<file path="src/rtl/pipe_ctrl.sv">
// Sequencing controller for the ID/EX/MEM/WB core: shadows EX and MEM, and
// drives the ID stall, the branch flush and the operand forwarding selects.
module pipe_ctrl #(
    parameter int MUL_CYCLES = 3
) (
    input  logic        clk_i,
    input  logic        rst_i,
    input  logic [31:0] id_ir_i,
    input  logic        id_valid_i,
    input  logic        br_taken_i,
    input  logic        mem_ready_i,
    output logic        stall_o,
    output logic        flush_o,
    output logic [1:0]  fwd_ex_o,
    output logic [1:0]  fwd_mem_o,
    output logic        ex_valid_o,
    output logic        mem_valid_o
);

    localparam logic [3:0] OP_LW    = 4'd0;
    localparam logic [3:0] OP_SW    = 4'd1;
    localparam logic [3:0] OP_LI    = 4'd2;
    localparam logic [3:0] OP_ADDU  = 4'd3;
    localparam logic [3:0] OP_ADDIU = 4'd4;
    localparam logic [3:0] OP_SLL   = 4'd5;
    localparam logic [3:0] OP_MUL   = 4'd6;
    localparam logic [3:0] OP_BGE   = 4'd7;
    localparam logic [3:0] OP_J     = 4'd8;
    localparam logic [3:0] OP_MULI  = 4'd9;

    // MULW is entered on the first stall cycle, so the counter covers the rest.
    localparam logic [3:0] CNT_INIT = (MUL_CYCLES > 1) ? 4'(MUL_CYCLES - 2) : 4'd0;

    typedef enum logic {
        RUN,
        MULW
    } state_t;

    state_t      state_q, state_d;
    logic [3:0]  cnt_q, cnt_d;
    logic [31:0] exIr_q, exIr_d;
    logic        exValid_q, exValid_d;
    logic [31:0] memIr_q, memIr_d;
    logic        memValid_q, memValid_d;

    logic [3:0]      idOp, exOp, memOp;
    logic [4:0]      exRd, memRd;
    logic [1:0][4:0] idSrc;
    logic [1:0]      idSrcValid;
    logic [1:0]      exMatch, memMatch;
    logic [1:0]      fwdEx, fwdMem;
    logic            exWriter, memWriter;
    logic            freeze, flushCond, mulEntry, loadUse;
    logic            unused_ir;

    function automatic logic isWriter(input logic [3:0] op);
        return (op == OP_LW) || (op == OP_LI) || (op == OP_ADDU) || (op == OP_ADDIU) ||
               (op == OP_SLL) || (op == OP_MUL) || (op == OP_MULI);
    endfunction

    assign idOp      = id_ir_i[31:28];
    assign exOp      = exIr_q[31:28];
    assign memOp     = memIr_q[31:28];
    assign exRd      = exIr_q[27:23];
    assign memRd     = memIr_q[27:23];
    assign exWriter  = exValid_q && isWriter(exOp);
    assign memWriter = memValid_q && isWriter(memOp);
    assign unused_ir = ^{id_ir_i[12:0], exIr_q[22:0], memIr_q[22:0]};

    always_comb begin
        idSrcValid = 2'b00;
        idSrc[0]   = id_ir_i[22:18];
        idSrc[1]   = id_ir_i[17:13];
        case (idOp)
            OP_LW, OP_ADDIU, OP_SLL, OP_MULI: idSrcValid = 2'b01;
            OP_SW: begin
                idSrcValid = 2'b11;
                idSrc[1]   = id_ir_i[27:23];
            end
            OP_ADDU, OP_MUL: idSrcValid = 2'b11;
            OP_BGE: begin
                idSrcValid = 2'b11;
                idSrc[0]   = id_ir_i[27:23];
                idSrc[1]   = id_ir_i[22:18];
            end
            default: idSrcValid = 2'b00;
        endcase
    end

    // A load result is not available in EX, so it can only be taken from MEM.
    always_comb begin
        exMatch  = 2'b00;
        memMatch = 2'b00;
        fwdEx    = 2'b00;
        fwdMem   = 2'b00;
        for (int k = 0; k < 2; k++) begin
            exMatch[k]  = id_valid_i && idSrcValid[k] && exWriter && (idSrc[k] == exRd);
            memMatch[k] = id_valid_i && idSrcValid[k] && memWriter && (idSrc[k] == memRd);
            fwdEx[k]    = exMatch[k] && (exOp != OP_LW);
            fwdMem[k]   = memMatch[k] && !fwdEx[k];
        end
    end

    assign freeze    = memValid_q && ((memOp == OP_LW) || (memOp == OP_SW)) && !mem_ready_i;
    assign flushCond = (state_q == RUN) && exValid_q && ((exOp == OP_BGE) || (exOp == OP_J)) &&
                       br_taken_i;
    assign mulEntry  = (state_q == RUN) && exValid_q && ((exOp == OP_MUL) || (exOp == OP_MULI)) &&
                       (MUL_CYCLES > 1);
    assign loadUse   = (state_q == RUN) && exValid_q && (exOp == OP_LW) && (|exMatch);

    always_comb begin
        stall_o    = 1'b0;
        flush_o    = 1'b0;
        state_d    = state_q;
        cnt_d      = cnt_q;
        exIr_d     = id_ir_i;
        exValid_d  = id_valid_i;
        memIr_d    = exIr_q;
        memValid_d = exValid_q;
        if (freeze) begin
            stall_o    = 1'b1;
            exIr_d     = exIr_q;
            exValid_d  = exValid_q;
            memIr_d    = memIr_q;
            memValid_d = memValid_q;
        end else if (state_q == MULW) begin
            if (cnt_q != 4'd0) begin
                stall_o    = 1'b1;
                cnt_d      = cnt_q - 4'd1;
                exIr_d     = exIr_q;
                exValid_d  = exValid_q;
                memIr_d    = '0;
                memValid_d = 1'b0;
            end else begin
                state_d = RUN;
            end
        end else if (flushCond) begin
            flush_o   = 1'b1;
            exIr_d    = '0;
            exValid_d = 1'b0;
        end else if (mulEntry) begin
            stall_o    = 1'b1;
            exIr_d     = exIr_q;
            exValid_d  = exValid_q;
            memIr_d    = '0;
            memValid_d = 1'b0;
            cnt_d      = CNT_INIT;
            state_d    = MULW;
        end else if (loadUse) begin
            stall_o   = 1'b1;
            exIr_d    = '0;
            exValid_d = 1'b0;
        end
    end

    always_ff @(posedge clk_i) begin
        if (rst_i) begin
            state_q    <= RUN;
            cnt_q      <= 4'd0;
            exIr_q     <= '0;
            exValid_q  <= 1'b0;
            memIr_q    <= '0;
            memValid_q <= 1'b0;
        end else begin
            state_q    <= state_d;
            cnt_q      <= cnt_d;
            exIr_q     <= exIr_d;
            exValid_q  <= exValid_d;
            memIr_q    <= memIr_d;
            memValid_q <= memValid_d;
        end
    end

    assign fwd_ex_o    = fwdEx;
    assign fwd_mem_o   = fwdMem;
    assign ex_valid_o  = exValid_q;
    assign mem_valid_o = memValid_q;

endmodule

</file>
<file path="config.mk">
export PLATFORM = sky130hd
export DESIGN_NAME = pipe_ctrl
export DESIGN_NICKNAME = d
export VERILOG_FILES = /design/src/rtl/pipe_ctrl.sv
export SDC_FILE = /design/constraint.sdc
export NUM_CORES = 1
export LEC_CHECK = 0
export CAP_MARGIN = 5
export CORE_MARGIN = 4
export CORE_UTILIZATION = 30
export CTS_BUF_LIST = sky130_fd_sc_hd__clkbuf_4
export CTS_CLUSTER_SIZE = 30
export DETAILED_ROUTE_END_ITERATION = 8
export RECOVER_POWER = 100
export SYNTH_ARGS = -nofsm -noshare
export SYNTH_HDL_FRONTEND = slang
export SYNTH_SLANG_ARGS = --single-unit
</file>
<file path="constraint.sdc">
create_clock -name clk_i -period 2 [get_ports clk_i]
set_input_delay 0.3 -clock clk_i [delete_from_list [all_inputs] [get_ports clk_i]]
set_output_delay 0.3 -clock clk_i [all_outputs]
set_load 0.02 [all_outputs]
</file>
### Word level (Yosys, flattened, before mapping)

Cells that the tools add are included.

* register bits after elaboration: 71
* input port bits: 37
* output and inout bits: 8
* word-level logic and storage cells: 129

* $add $sub $neg: 1
* equal/unequal tests: 30
* mux-type cells: 37
* bitwise operators: 2
* reductions and logical operators: 53

Operators with widths (count)
* two-way mux 32 bit: 9
* equality test 4 x 3 -> 1 bit (second input constant): 11
* logical AND 1 bit: 24
* two-way mux 1 bit: 21
* equality test 4 x 2 -> 1 bit (second input constant): 5
* equality test 5 bit: 4
* equality test 4 bit (second input constant): 4
* two-way mux 4 bit: 4
* logical OR 1 bit: 15
* zero test 4 bit: 3
* one-hot mux 5 bit (2 select lines): 1
* equality test 4 x 1 -> 1 bit (second input constant): 2
* nonzero test 4 bit: 2
* OR reduction 4 bit: 2
* two-way mux 5 bit: 1
* inequality test 2 bit (second input constant): 2
* one-hot mux 2 bit (2 select lines): 1
* AND reduction 4 bit: 1
* subtractor 4 x 1 -> 4 bit (second input constant): 1
* zero test 1 bit: 3
* inequality test 3 bit (second input constant): 1
* AND reduction 3 bit: 1
* inequality test 2 x 1 -> 1 bit (second input constant): 1
* inverter 1 bit: 2
* 2 further kinds: 2

### Depth between registers and ports, before layout

* depth after elaboration: 17
* gate-level depth with buffers: 9
* depth with buffers taken out: 8

### Worst setup path after synthesis

OpenSTA, ideal clock, no wires.

* path kind: in2out
* from: in id_ir_i[28]
* to: out fwd_mem_o[0]
* data arrival time: 2.172 ns
* data required time: 1.700 ns
* slack: -0.472 ns
* cell stages on the path: 7
* path buffers: 1
* path through: and4b_1 buf_6 a2111oi_4 nor2_2 nor2_1 nor4bb_1 nor4_1

* word-level cells in the longest chain between the ends: 9
* elaborated cells between the ends (all ways): 22
* classes of those cells: 9 x eq/ne; 2 x mux; 11 x reduce/logical

RTL lines
* from (decl): RTL line 8 `input logic [31:0] id_ir_i,`
* equality test 4 x 3 -> 1 bit, or another cell as far along: RTL line 74 `case (idOp)`
* OR reduction 4 bit, on equally long branches
* one-hot mux 2 bit (2 select lines): RTL line 74
* logical AND 1 bit (2 in a row): RTL line 97 `exMatch[k] = id_valid_i && idSrcValid[k] && exWriter && (idSrc[k] == exRd);`
* logical AND 1 bit *: RTL line 97
* logical AND 1 bit *: RTL line 99 `fwdEx[k] = exMatch[k] && (exOp != OP_LW);`
* via fwd_ex_o[0]: RTL line 14 `output logic [1:0] fwd_ex_o,`
* zero test 1 bit *: RTL line 100 `fwdMem[k] = memMatch[k] && !fwdEx[k];`
* logical AND 1 bit *: RTL line 100
* to (decl): RTL line 15 `output logic [1:0] fwd_mem_o,`

The timed path passes the listed nets; every way through them passes the cells marked *.

### Worst setup path after layout

* from: in id_ir_i[21]
* to: out fwd_mem_o[1]

* word-level cells in the longest chain between the ends: 6
* elaborated cells between the ends (all ways): 8
* classes of those cells: 2 x eq/ne; 1 x mux; 5 x reduce/logical

RTL lines (RTL line)
* one-hot mux 5 bit (2 select lines) *: 74
* equality test 5 bit: 97
* logical AND 1 bit: 97
* logical AND 1 bit: 99
* zero test 1 bit: 100
* logical AND 1 bit *: 100

Mark *: on every way between the ends. The rest lies on a longest branch, timed or not.

==> results.yml <==
synthesis:
  synthTopCellsByArea: "dfxtp_1 (27%), xor2_1 (5.6%), nor2_1 (4.6%)"
  netlist.top_cell.by_area: "dfxtp_1"
  ys_types: 56
  avgSynthCellArea_um2: 8.24
  ys.warnings.count: 0
  seq_area_frac_synth_pct: 26.8
  synth_edf_count: 0
  ys_async_sr_fraction_pct: 0
  yosysMostFrequentCell: "dfxtp_1"
  synth_nets: 265
  synthTopCellsByCount: "dfxtp_1 (25), nor2_1 (23), nand2_1 (15), inv_1 (14), xor2_1 (12)"
  synth_flop_cell: "dfxtp_1"
  synthesis.area_um2: 1870
  synth-seq-cells: 25
  postSynthCellCount: 227
  synth.top_cell.area_share_pct: 26.8
layout:
  seq_area_um2: 509
  syn_to_final_growth_pct: 72.5
  layout-drive-gt1-share_pct: 44.8
  n_fill_cell: 562
  antennaDiodeCount: 0
  final_nets: 378
  postLayoutCellArea_um2: 3230
  multiInputGateArea_um2: 1590
clocking:
  htreeDepth: 1
  cts_made_buffers: 3
  insertion_delay_ns: 0.31
  root_buffer: "clkbuf_4"
  tritoncts: "built"
  cts_hold_buf: 0
  cts_sinks: 25
  clk_path_buf_depth: 2
  cts.clk_slew.worst_paths_ns: 0.13
critical_path:
  worst-endpoint-required_ns: 1.70
  critPathMostFrequentCell: "buf_4"
  crit_chain: "dlygate4sd2_1 > and3_1 > o21ai_2 > a21oi_2 > buf_4 > nor2_1 > nor4_4 > buf_4 > a2111oi_4 > buf_4"
  worst_ep_arrival_time_ns: 2.13
  max_stage_delay_ns: 0.32
  critical_path_class: "input port to output pin"
  crit_buf_inv: 4
  slowest_stage: "a2111oi_4"
  critPathLaunchType: "input port"
  cp_top_family: "buffers and inverters"
  end_kind: "output pin"
  crit_fanout: 3
status:
  violations: "negative setup slack"
  status: "finished, violations left"
floorplan:
  initial_utilization_pct: 31.2
  die_area_um2: 7560
  io-pin-count: 45
  dieHeight_um: 87.0
  die_x_um: 87.0
  core_um2: 5990
  num_rows: 28
routing:
  routedWlPerCell_um: 14.9
  drc: 0
  wirelength_um: 6180
  initialDrtViolationCount: 108
  via_per_inst: 5.10
  vias: 2112
  ant_nets: 0
  dr.pass1.iters: 4
global_route:
  grt_pass1_wl_um: 9990
  grt_max_degree: 14
  antenna_found_initial: 0
  globalRouteOverflowTotal: 0
  track_usage_pct: 16.5
  grt_pass1_vias: 2096
placed_design:
  post_dp_cell_area_um2: 2850
  dp_hpwl_um: 4780
  place_congestion: 0.850
  pre_cts_slack_ns: -1.38
  portBuffers: 31
timing:
  fin_skew_ns: 0.00373
  grt_setup_unrepaired: "true"
  holdWs_ns: 0.420
  worst_slew_pin_slew_ns: 0.645
  setup-tns-final_ns: -1.60
  finalSetupViolCount: 14
  finalHoldViolCount: 0
  period_share_pct: 122
  worst_slack_ns: -0.435
  timing.slew.headroom_pct: 56.6
  min_period_ns: 2.43
  fmax_mhz: 411
  maxSlewViolCount: 0
hold_path:
  hold_class: "input port to flop"
power_and_ir_drop:
  ir_drop_v: 0.000272
  power_mw: 1.34
  p_per_area_nw_per_um2: 416
  leakage_nw: 1.40
job:
  cap_violations: 0
==> routing by layer <==
layer  share of wire, %  up-vias  track usage, %  wire length, um
met1                 44     1006            21.8             2720
met2                 50       53            29.3             3110
met5                  0        -               0                0
met4               0.44        0            1.70               27
li1                   -     1051               -                -
met3                5.1        2            2.46              318
==> registers in the layout (all words and copies together), names as in the netlist <==
register / count
cnt_q: 4
state_q: 1
mem_valid_o: 1
ex_valid_o: 1
exIr_q: 9
memIr_q: 9
==> final cells by class <==
class	count	share of cell area [%]
multi-input combinational	181	49.4
timing repair buffer	115	29.4
sequential	25	15.8
tap	75	2.91
inverter	14	1.63
clock buffer	4	0.931
==> metrics by stage <==
stage               utilization, %  instances
global route                  53.9        414
floorplan                        -        227
finish                        53.9        414
global placement              47.6        403
detailed placement            47.6        403
CTS                           51.7        414
==> logic make-up after synthesis <==
group                    after synthesis  synth area share (%)
multiplexers                           6                  3.28
AND/OR/NAND/NOR                       97                  31.5
AO/OA/AOI/OAI                         57                  23.5
adder cells (fa/ha/maj)                1                 0.669
flip-flops                            25                  26.8
XOR/XNOR                              20                  9.36
buffers and inverters                 21                  4.88
==> worst paths after layout <==
path                                  start      endpoint  slack (ns)  cells after the start
worst max-delay path            id_ir_i[21]  fwd_mem_o[1]       -0.43                     10
worst min-delay path            id_ir_i[31]    exIr_q[31]        0.42                      3
worst max register to register   exIr_q[28]    exIr_q[27]       -0.03                      9
worst min register to register     cnt_q[2]      cnt_q[2]        0.55                      2
==> cells in the final DEF, fill, tap and decap left out, drive strengths merged, types with 7 or more instances in the layout <==
master and count:
buf 89, dfxtp 25, nor2 24, nand2 15, inv 14, xor2 12, a21oi 11, clkbuf 10
o21ai 10, o31ai 10, dlygate4sd2 9, xnor2 8, nor3 8, and2 7, nor4 7
==> where the power goes <==
part           total, mW  internal (mW)  switching [mW]
Combinational      0.547          0.290           0.257
Sequential         0.559          0.529          0.0300
Clock              0.236         0.0915           0.145
==> what timing repair did <==
item | CTS | global route
endpoints found under the hold margin | 0 | 0
setup endpoints to repair | 24 | 22
buffers inserted | 7 | 1
pin swaps | 19 | 18
resized for setup | 99 | 37
==> worst min-delay path, stage by stage <==
cell and delay (ns):
clkbuf_4 0.15, buf_4 0.13, a32o_1 0.14
No activity file was read; power rests on OpenSTA's default activity.
